File: src/rtl/vga_scanout.sv
// vga_scanout -- raster timing generator and pixel consumer for the display path.
//
// Generates the horizontal/vertical scan counts, presents them to the sprite
// cluster as x/y, samples the cluster's colour one pixel period later and
// drives registered VGA colour and syncs that are mutually aligned.
//
// Ports:
//   clk           system clock
//   rst           asynchronous active-high reset
//   test_en       (only with VGA_TEST_PATTERN_EN) select 8-bar test pattern
//   x, y          current h/v counts, direct register outputs, to cluster
//   pixel         cluster colour for (x,y); R=[hi], G=[mid], B=[lo]
//   texture_lock  high while y < V_ACTIVE (texture writes blocked)
//   vga_r/g/b     colour, forced to 0 during blanking
//   hsync, vsync  active-low syncs
//   frame_start   one-clk pulse on the edge both counts wrap to 0
//
// Optional feature: define VGA_TEST_PATTERN_EN to add the test_en port and
// the built-in vertical colour bar generator.
//
// CLK_DIV must be >= 2 so the cluster's 1-cycle texture read settles before
// the sampling tick. COLOR_WIDTH must be divisible by 3.

// One colour channel output register. Instantiated once per R/G/B lane.
module vga_chan #(
    parameter int W = 4
) (
    input  logic         clk,
    input  logic         rst,
    input  logic         tick,
    input  logic         active,
    input  logic         pat_sel,
    input  logic         pat_on,
    input  logic [W-1:0] pix,
    output logic [W-1:0] q
);
    always_ff @(posedge clk or posedge rst) begin
        if (rst)
            q <= '0;
        else if (tick) begin
            if (!active)
                q <= '0;
            else if (pat_sel)
                q <= {W{pat_on}};
            else
                q <= pix;
        end
    end
endmodule

module vga_scanout #(
    parameter int CLK_DIV     = 4,
    parameter int H_ACTIVE    = 640,
    parameter int H_FP        = 16,
    parameter int H_SYNC      = 96,
    parameter int H_BP        = 48,
    parameter int V_ACTIVE    = 480,
    parameter int V_FP        = 10,
    parameter int V_SYNC      = 2,
    parameter int V_BP        = 33,
    parameter int INT_WIDTH   = 16,
    parameter int COLOR_WIDTH = 12
) (
    input  logic                     clk,
    input  logic                     rst,
`ifdef VGA_TEST_PATTERN_EN
    input  logic                     test_en,
`endif
    output logic [INT_WIDTH-1:0]     x,
    output logic [INT_WIDTH-1:0]     y,
    input  logic [COLOR_WIDTH-1:0]   pixel,
    output logic                     texture_lock,
    output logic [COLOR_WIDTH/3-1:0] vga_r,
    output logic [COLOR_WIDTH/3-1:0] vga_g,
    output logic [COLOR_WIDTH/3-1:0] vga_b,
    output logic                     hsync,
    output logic                     vsync,
    output logic                     frame_start
);
    localparam int NUM_LANES = 3;
    localparam int CW        = COLOR_WIDTH / 3;
    localparam int H_TOTAL   = H_ACTIVE + H_FP + H_SYNC + H_BP;
    localparam int V_TOTAL   = V_ACTIVE + V_FP + V_SYNC + V_BP;
    localparam int DIV_W     = (CLK_DIV > 1) ? $clog2(CLK_DIV) : 1;

    typedef logic [INT_WIDTH-1:0] cnt_t;

    localparam cnt_t H_ACT_C  = cnt_t'(H_ACTIVE);
    localparam cnt_t H_LAST   = cnt_t'(H_TOTAL - 1);
    localparam cnt_t HS_BEG   = cnt_t'(H_ACTIVE + H_FP);
    localparam cnt_t HS_END   = cnt_t'(H_ACTIVE + H_FP + H_SYNC);
    localparam cnt_t V_ACT_C  = cnt_t'(V_ACTIVE);
    localparam cnt_t V_LAST   = cnt_t'(V_TOTAL - 1);
    localparam cnt_t VS_BEG   = cnt_t'(V_ACTIVE + V_FP);
    localparam cnt_t VS_END   = cnt_t'(V_ACTIVE + V_FP + V_SYNC);
    localparam logic [DIV_W-1:0] DIV_LAST = DIV_W'(CLK_DIV - 1);

    // Decoded view of the current raster position.
    typedef struct packed {
        logic active;
        logic hs_n;
        logic vs_n;
    } raster_t;

    logic [DIV_W-1:0] div_cnt;
    logic             tick;
    cnt_t             h_cnt, v_cnt;
    logic             h_last, v_last;
    raster_t          ras;

    assign tick   = (div_cnt == DIV_LAST);
    assign h_last = (h_cnt == H_LAST);
    assign v_last = (v_cnt == V_LAST);

    // ---------------- pixel clock divider ----------------
    always_ff @(posedge clk or posedge rst) begin
        if (rst)
            div_cnt <= '0;
        else if (tick)
            div_cnt <= '0;
        else
            div_cnt <= div_cnt + DIV_W'(1);
    end

    // ---------------- raster counters ----------------
    always_ff @(posedge clk or posedge rst) begin
        if (rst) begin
            h_cnt <= '0;
            v_cnt <= '0;
        end else if (tick) begin
            if (h_last) begin
                h_cnt <= '0;
                v_cnt <= v_last ? '0 : v_cnt + cnt_t'(1);
            end else begin
                h_cnt <= h_cnt + cnt_t'(1);
            end
        end
    end

    // Pulse lands on the same edge that x/y become 0,0. A reset does not
    // wrap the counters, so the post-reset frame carries no pulse.
    always_ff @(posedge clk or posedge rst) begin
        if (rst)
            frame_start <= 1'b0;
        else
            frame_start <= tick && h_last && v_last;
    end

    assign x            = h_cnt;
    assign y            = v_cnt;
    assign texture_lock = (v_cnt < V_ACT_C);

    // ---------------- decode of current counts ----------------
    always_comb begin
        ras        = '0;
        ras.active = (h_cnt < H_ACT_C) && (v_cnt < V_ACT_C);
        ras.hs_n   = !((h_cnt >= HS_BEG) && (h_cnt < HS_END));
        ras.vs_n   = !((v_cnt >= VS_BEG) && (v_cnt < VS_END));
    end

    // Syncs are registered on the same tick as colour so all three stay
    // aligned, one pixel period behind x/y.
    always_ff @(posedge clk or posedge rst) begin
        if (rst) begin
            hsync <= 1'b1;
            vsync <= 1'b1;
        end else if (tick) begin
            hsync <= ras.hs_n;
            vsync <= ras.vs_n;
        end
    end

    // ---------------- colour source ----------------
    logic                 pat_sel;
    logic [NUM_LANES-1:0] pat_rgb;   // per-lane all-ones/zero, [2]=R [1]=G [0]=B

`ifdef VGA_TEST_PATTERN_EN
    localparam cnt_t BAR_W = cnt_t'((H_ACTIVE / 8 > 0) ? H_ACTIVE / 8 : 1);
    // Index 0 is the leftmost bar: FFF, FF0, 0FF, 0F0, F0F, F00, 00F, 000.
    localparam logic [7:0][2:0] BAR_RGB = {3'b000, 3'b001, 3'b100, 3'b101,
                                           3'b010, 3'b011, 3'b110, 3'b111};
    cnt_t       bar_q;
    logic [2:0] bar;

    assign bar_q   = h_cnt / BAR_W;
    // Clamp covers H_ACTIVE not divisible by 8; blanking masks beyond that.
    assign bar     = (bar_q > cnt_t'(7)) ? 3'd7 : bar_q[2:0];
    assign pat_sel = test_en;
    assign pat_rgb = BAR_RGB[bar];
`else
    assign pat_sel = 1'b0;
    assign pat_rgb = '0;
`endif

    // ---------------- per-lane colour registers ----------------
    logic [NUM_LANES-1:0][CW-1:0] chan_in;
    logic [NUM_LANES-1:0][CW-1:0] chan_out;

    assign chan_in = pixel;

    genvar g;
    generate
        for (g = 0; g < NUM_LANES; g++) begin : g_lane
            vga_chan #(.W(CW)) u_chan (
                .clk    (clk),
                .rst    (rst),
                .tick   (tick),
                .active (ras.active),
                .pat_sel(pat_sel),
                .pat_on (pat_rgb[g]),
                .pix    (chan_in[g]),
                .q      (chan_out[g])
            );
        end
    endgenerate

    assign vga_r = chan_out[2];
    assign vga_g = chan_out[1];
    assign vga_b = chan_out[0];

endmodule

File: config.mk
export PLATFORM = sky130hd
export DESIGN_NAME = vga_scanout
export DESIGN_NICKNAME = d
export VERILOG_FILES = /design/src/rtl/vga_scanout.sv
export SDC_FILE = /design/constraint.sdc
export NUM_CORES = 1
export LEC_CHECK = 0
export BUFFER_PORTS_ARGS = -buffer_cell sky130_fd_sc_hd__buf_2
export CORE_UTILIZATION = 54
export CTS_BUF_LIST = sky130_fd_sc_hd__clkbuf_4 sky130_fd_sc_hd__clkbuf_8
export DETAILED_ROUTE_END_ITERATION = 8
export PLACE_DENSITY = 0.83
export SLEW_MARGIN = 20
export SYNTH_ARGS = -nofsm -noshare
export SYNTH_HDL_FRONTEND = slang
export SYNTH_SLANG_ARGS = --single-unit
File: constraint.sdc
create_clock -name clk -period 5.07 [get_ports clk]
set_input_delay 0.7605 -clock clk [delete_from_list [all_inputs] [get_ports clk]]
set_output_delay 0.7605 -clock clk [all_outputs]
set_load 0.01 [all_outputs]
==> qor.txt, run 1 <==
HPWL after DPL = 3.54 mm
Slew margin rel. = 47.5%
Setup TNS after final layout = 0 ps
Most instantiated cells after synthesis = dfrtp_1 (47), nor2_1 (17), nand3_1 (16), nand2_1 (15), o21ai_1 (13)
Critical Setup Path Class = flop to output port
Synth cell types = 40
CP peak stage delay = 460 ps
Total power = 0.668 mW
Static Leak = 1.29 nW
Total iterations of the first detailed-routing run = 4
Layout cells sized above 1 = 27.6%
Synthesized area = 0.00236 mm²
Clk Tree Root Cell = clkbuf_8
CTS tree = done
Worst EP arrival = 1790 ps
Slew Limit Fails = 0
GPL Wtd Cong = 0.864
Post-CTS Setup Bufs = 0
Finished Core Util = 68.3%
Via/cell ratio = 5.71
Post-Route WL = 5.06 mm
Area share of the largest cell type after synthesis = 49.8%
H-tree depth = 2
Syn nets = 248
Most frequent cell after synthesis = dfrtp_1
PortBufs = 61
Global route overflow = 0
Die height = 68.1 µm
Worst Path Buf+Inv = 1
Final ANT Viol Nets = 0
Post-Route M1 WL = 2.31 mm
Tcrit/Tclk final = 50.3%
Hold slack = 434 ps
DR iter-0 viols = 138
Ys Warns = 0
Synthesis-stage register bit count = 49
Clk_skew = 9.90 ps
Total die area = 0.00464 mm²
Final setup margin = 2520 ps
Vias in the first global route = 1738
RSZ-0062 raised after global routing = no
Gr usage total = 23.8%
TritonCTS buffer count = 5
First-pass GRT wire length = 8.07 mm
Yosys top cell by area = dfrtp_1
Uppermost routed layer = met4
Detail Route met3 WL = 275 µm
Core Footprint = 0.00409 mm²
Ranking of synthesized cells by area = dfrtp_1 (50%), a22o_1 (4.5%), xnor2_1 (4.5%)
Design area = 0.00279 mm²
Worst EP required = 4310 ps
Antenna violations before repair = 0
Number of top-level pins = 62
Wire per inst = 14.9 µm
Critical-path cell list = nor4_1 > nand2_1 > nor3_1 > buf_2
Hold-fix buffers, CTS = 0
Via count = 1940
Clk_lat worst skew = 300 ps
DP Worst Slack = 2850 ps
Asr flop ratio synth = 100%
Max clock buf depth = 2
P&R area growth vs syn = 18.2%
Post-Syn Instances = 229
Fin crit period = 2550 ps
Reg clk slew, reported paths = 90 ps
EDFF count, synth = 0
Die width = 68.1 µm
VDD IR max = 167 µV
Area post-placement = 0.00269 mm²
Worst Setup End Kind = output port
Ys flop type = dfrtp_1
Post-Layout Cell Count = 340
Number of nets in the layout = 308
Post-cts resize count = 0
Initial core utilization = 57.8%
Status = finished clean
Row count = 23
Dpl cells = 332
Worst hold path type = flop to flop
Worst-Margin Slew = 787 ps
Max Freq = 392 MHz
Slowest stage cell, crit path = dfrtp_1
Pwr/cell area = 239 mW/mm²
Ant. Diodes = 0
Met2 wire length = 2.39 mm
Largest net degree at the start of global routing = 50
Max-Cap Viols = 0
Syn Area/Cell = 10.3 µm²
DRC = 0
Worst-path fanout max = 5
Final Hold Viols = 0
Crit start category = flop
Top Family by Delay on Critical Path = simple AND/OR/NAND/NOR gates
Seq/Total Area, Yosys = 52.0%
Setup violations, final = 0
Clock sink total = 49
layer usage:
metal  GRT usage [%]  up-vias
met1            33.2      913
li1                -      943
met4            10.4        0
met5               0        -
met2            35.5       75
met3            5.17        9
final timing paths:
kind                             from  slack (ps)  depth (start not counted)                     to
max                             y[11]        2520                          4           texture_lock
min                        div_cnt[0]         430                          1             div_cnt[0]
max reg2reg                div_cnt[0]        2840                          5                   y[4]
min reg2reg                div_cnt[0]         430                          1             div_cnt[0]
max in group asynchronous         rst        4010                          2                   y[8]
min in group asynchronous         rst         570                          2  g_lane[0].u_chan.q[3]
layout by cell type (no fill, tap or decap), types with 2 or more instances in the layout:
cell      netlist  layout
or4_1           2       2
inv_1          10       9
a22o_1         12      12
nor4_1          5       5
nand4b_1        2       2
nor3_1          7       7
nand4_1         8       8
nand2b_1        4       4
o21ai_0         3       3
nand2_1        15      15
nor2b_1         2       2
clkbuf_8        0       7
nor4bb_1        2       2
nand3_1        16      16
clkinv_2        0       2
xor2_1          7       7
o21ai_1        13      13
nor2_1         17      17
a21oi_1         7       7
buf_2           2      61
xnor2_1        12      12
dfrtp_1        47      47
and3_1          6       6
ha_1            5       5
dfstp_2         2       2
o31ai_2         3       3
power breakdown:
| group | switching, mW | internal (mW) | total [mW] | leakage [nW] |
|---|---|---|---|---|
| combinational | 0.0138 | 0.0109 | 0.0247 | 0.599 |
| sequential | 0.00225 | 0.395 | 0.398 | 0.636 |
| clock | 0.122 | 0.123 | 0.246 | 0.0542 |
state kept, by name, indices dropped and copies added (netlist names):
name	cells
x	16
y	16
g_lane.u_chan.q	12
div_cnt	2
frame_start	1
hsync	1
vsync	1
worst reg2reg max path, delay by kind of cell, from the launching register on:
kind	cells	cell delay, ps
and+or+nand+nor	3	1090
DFF	1	360
adders and majority gates	1	460
AOI/OAI and AO/OA	1	250
cells by family after synthesis:
logic type / Yosys count / synth area share, %
buffers and inverters: 18 / 3.29
multiplexers: 1 / 0.424
adder cells (fa/ha/maj): 5 / 2.65
flip-flops: 49 / 52.0
AO/OA/AOI/OAI: 43 / 12.5
AND/OR/NAND/NOR: 94 / 22.0
XOR/XNOR: 19 / 7.05
area by class of cell:
type	instances	area (µm²)
sequential	49	1230
fill	336	1290
timing repair buffer	61	305
tap	50	62.6
multi-input combinational	162	1050
clock inverter	1	5.00
inverter	10	38.8
clock buffer	7	96.3
Power figures use the tool's default switching activity.
==> inputs of run 2 (changes only) <==
==> constraint.sdc (replaced) <==
create_clock -name clk -period 2.6 [get_ports clk]
set_input_delay 0.39 -clock clk [delete_from_list [all_inputs] [get_ports clk]]
set_output_delay 0.39 -clock clk [all_outputs]
set_load 0.01 [all_outputs]
==> qor.txt, run 2 (synthesized netlist as in run 1, its figures left out) <==
Die height = 68.1 µm (unchanged)
Post-cts resize count = 0 (unchanged)
Slew margin rel. = 62.5% (+15 points)
P&R area growth vs syn = 18.9%
CP peak stage delay = 430 ps (-30 ps)
Status = finished clean
Slowest stage cell, crit path = or2_1
Number of top-level pins = 62 (unchanged)
Antenna violations before repair = 0 (unchanged)
HPWL after DPL = 3.74 mm (+5.6%)
TritonCTS buffer count = 5 (unchanged)
Commonest non-fill, non-tap cell in the layout = buf_2
Crit start category = flop
Max clock buf depth = 2 (unchanged)
Design area = 0.00281 mm² (+0.58%)
Max Freq = 448 MHz
Worst EP required = 2820 ps (-1490 ps)
Gr usage total = 24.4% (+0.55 points)
Ant. Diodes = 0 (unchanged)
Clock sink total = 49 (unchanged)
Initial core utilization = 57.8% (unchanged)
Worst Setup End Kind = flop
Pwr/cell area = 453 mW/mm² (+89%)
Via/cell ratio = 5.81 (+1.9%)
Number of nets in the layout = 312 (+1.3%)
Area post-placement = 0.00271 mm² (+0.84%)
Static Leak = 1.30 nW (+0.72%)
DRC = 0 (unchanged)
Die width = 68.1 µm (unchanged)
Total die area = 0.00464 mm² (unchanged)
Setup TNS after final layout = 0 ps (unchanged)
Global route overflow = 0 (unchanged)
Total iterations of the first detailed-routing run = 5 (+1)
Clk_skew = 5.96 ps (-3.94 ps)
CTS tree = done
Tcrit/Tclk final = 85.8%
RSZ-0062 raised after global routing = no
Final ANT Viol Nets = 0 (unchanged)
Core Footprint = 0.00409 mm² (unchanged)
Most frequent cells in the layout = buf_2 (61), dfrtp_1 (47), nor2_1 (17)
Fill count = 324 (-3.6%)
Critical-path cell list = ha_1 > nand4_1 > nor4_4 > nand2_2 > or2_1 > o31ai_2
Fin crit period = 2230 ps
Worst hold path type = input port to flop
Largest net degree at the start of global routing = 25 (-50%)
Setup violations, final = 0 (unchanged)
Critical Setup Path Class = flop to flop
Via count = 2000 (+3.1%)
Row count = 23 (unchanged)
DR iter-0 viols = 118 (-14%)
Final Hold Viols = 0 (unchanged)
Max-Cap Viols = 0 (unchanged)
Layout cells sized above 1 = 28.2% (+0.65 points)
Worst EP arrival = 2450 ps (+660 ps)
GPL Wtd Cong = 0.862 (-0.31%)
Worst-path fanout max = 17 (+12)
Worst-Margin Slew = 558 ps (-229 ps)
VDD IR max = 269 µV (+61%)
H-tree depth = 2 (unchanged)
Reg clk slew, reported paths = 90 ps (about the same)
Vias in the first global route = 1777 (+2.2%)
Wire per inst = 15.1 µm (+1.2%)
Slew Limit Fails = 0 (unchanged)
First-pass GRT wire length = 8.20 mm (+1.6%)
Clk Tree Root Cell = clkbuf_8
Clk_lat worst skew = 310 ps (about the same)
PortBufs = 61 (unchanged)
Post-Route WL = 5.19 mm (+2.4%)
## run 2: final cells by class
cell class                      count  area (µm²)  area share, %
Timing Repair Buffer               65         338           12.0
Multi-Input combinational cell    162        1050           37.6
Inverter                           10        37.5           1.34
Sequential cell                    49        1230           43.8
Clock inverter                      3        17.5          0.624
Tap cell                           50        62.6           2.23
Clock buffer                        5        68.8           2.45
## run 2: timing repair
item,4_1_cts,5_1_grt
setup buffers,0,0
endpoints found under the setup margin,0,0
hold buffers,1,0
endpoints found under the hold margin,9,0
## run 2: worst paths after layout
path                            start               endpoint  slack, ps  cells after the start
min in group asynchronous         rst                  y[13]        540                      3
min                          pixel[2]  g_lane[0].u_chan.q[2]        290                      2
max                              x[1]                   y[6]        370                      6
max reg2reg                      x[1]                   y[6]        370                      6
min reg2reg                div_cnt[0]             div_cnt[0]        450                      1
max in group asynchronous         rst                  vsync       1450                      4
## run 2: metal layers
metal  track usage (%)  part of all wire (%)  vias up
met1              31.9                    43      934
met2              38.7                    47      104
li1                  -                     -      951
met3              5.67                   7.8       11
met4              9.90                   2.3        0
met5                 0                     0        -
## run 2: report_power, final
part           switching [mW]  internal (mW)
Sequential            0.00421          0.771
Combinational          0.0279         0.0241
Clock                   0.257          0.186
Total                   0.290          0.981
## run 2: metrics by stage
step	setup WS (ps)	hold slack (ps)	utilization, %	instances	power (mW)
floorplan	711	403	-	229	0.816
global placement	488	319	66.4	335	0.842
detailed placement	392	319	66.4	335	0.842
CTS	353	289	68.7	344	1.28
global route	196	290	68.7	344	1.32
finish	370	294	68.7	344	1.27
## run 2: critical path, delay by kind of cell, from the launching register on
| kind | cells | cell delay [ps] |
|---|---|---|
| compound gates | 1 | 260 |
| fa+ha+maj | 1 | 260 |
| flops | 1 | 400 |
| simple gates | 4 | 1230 |
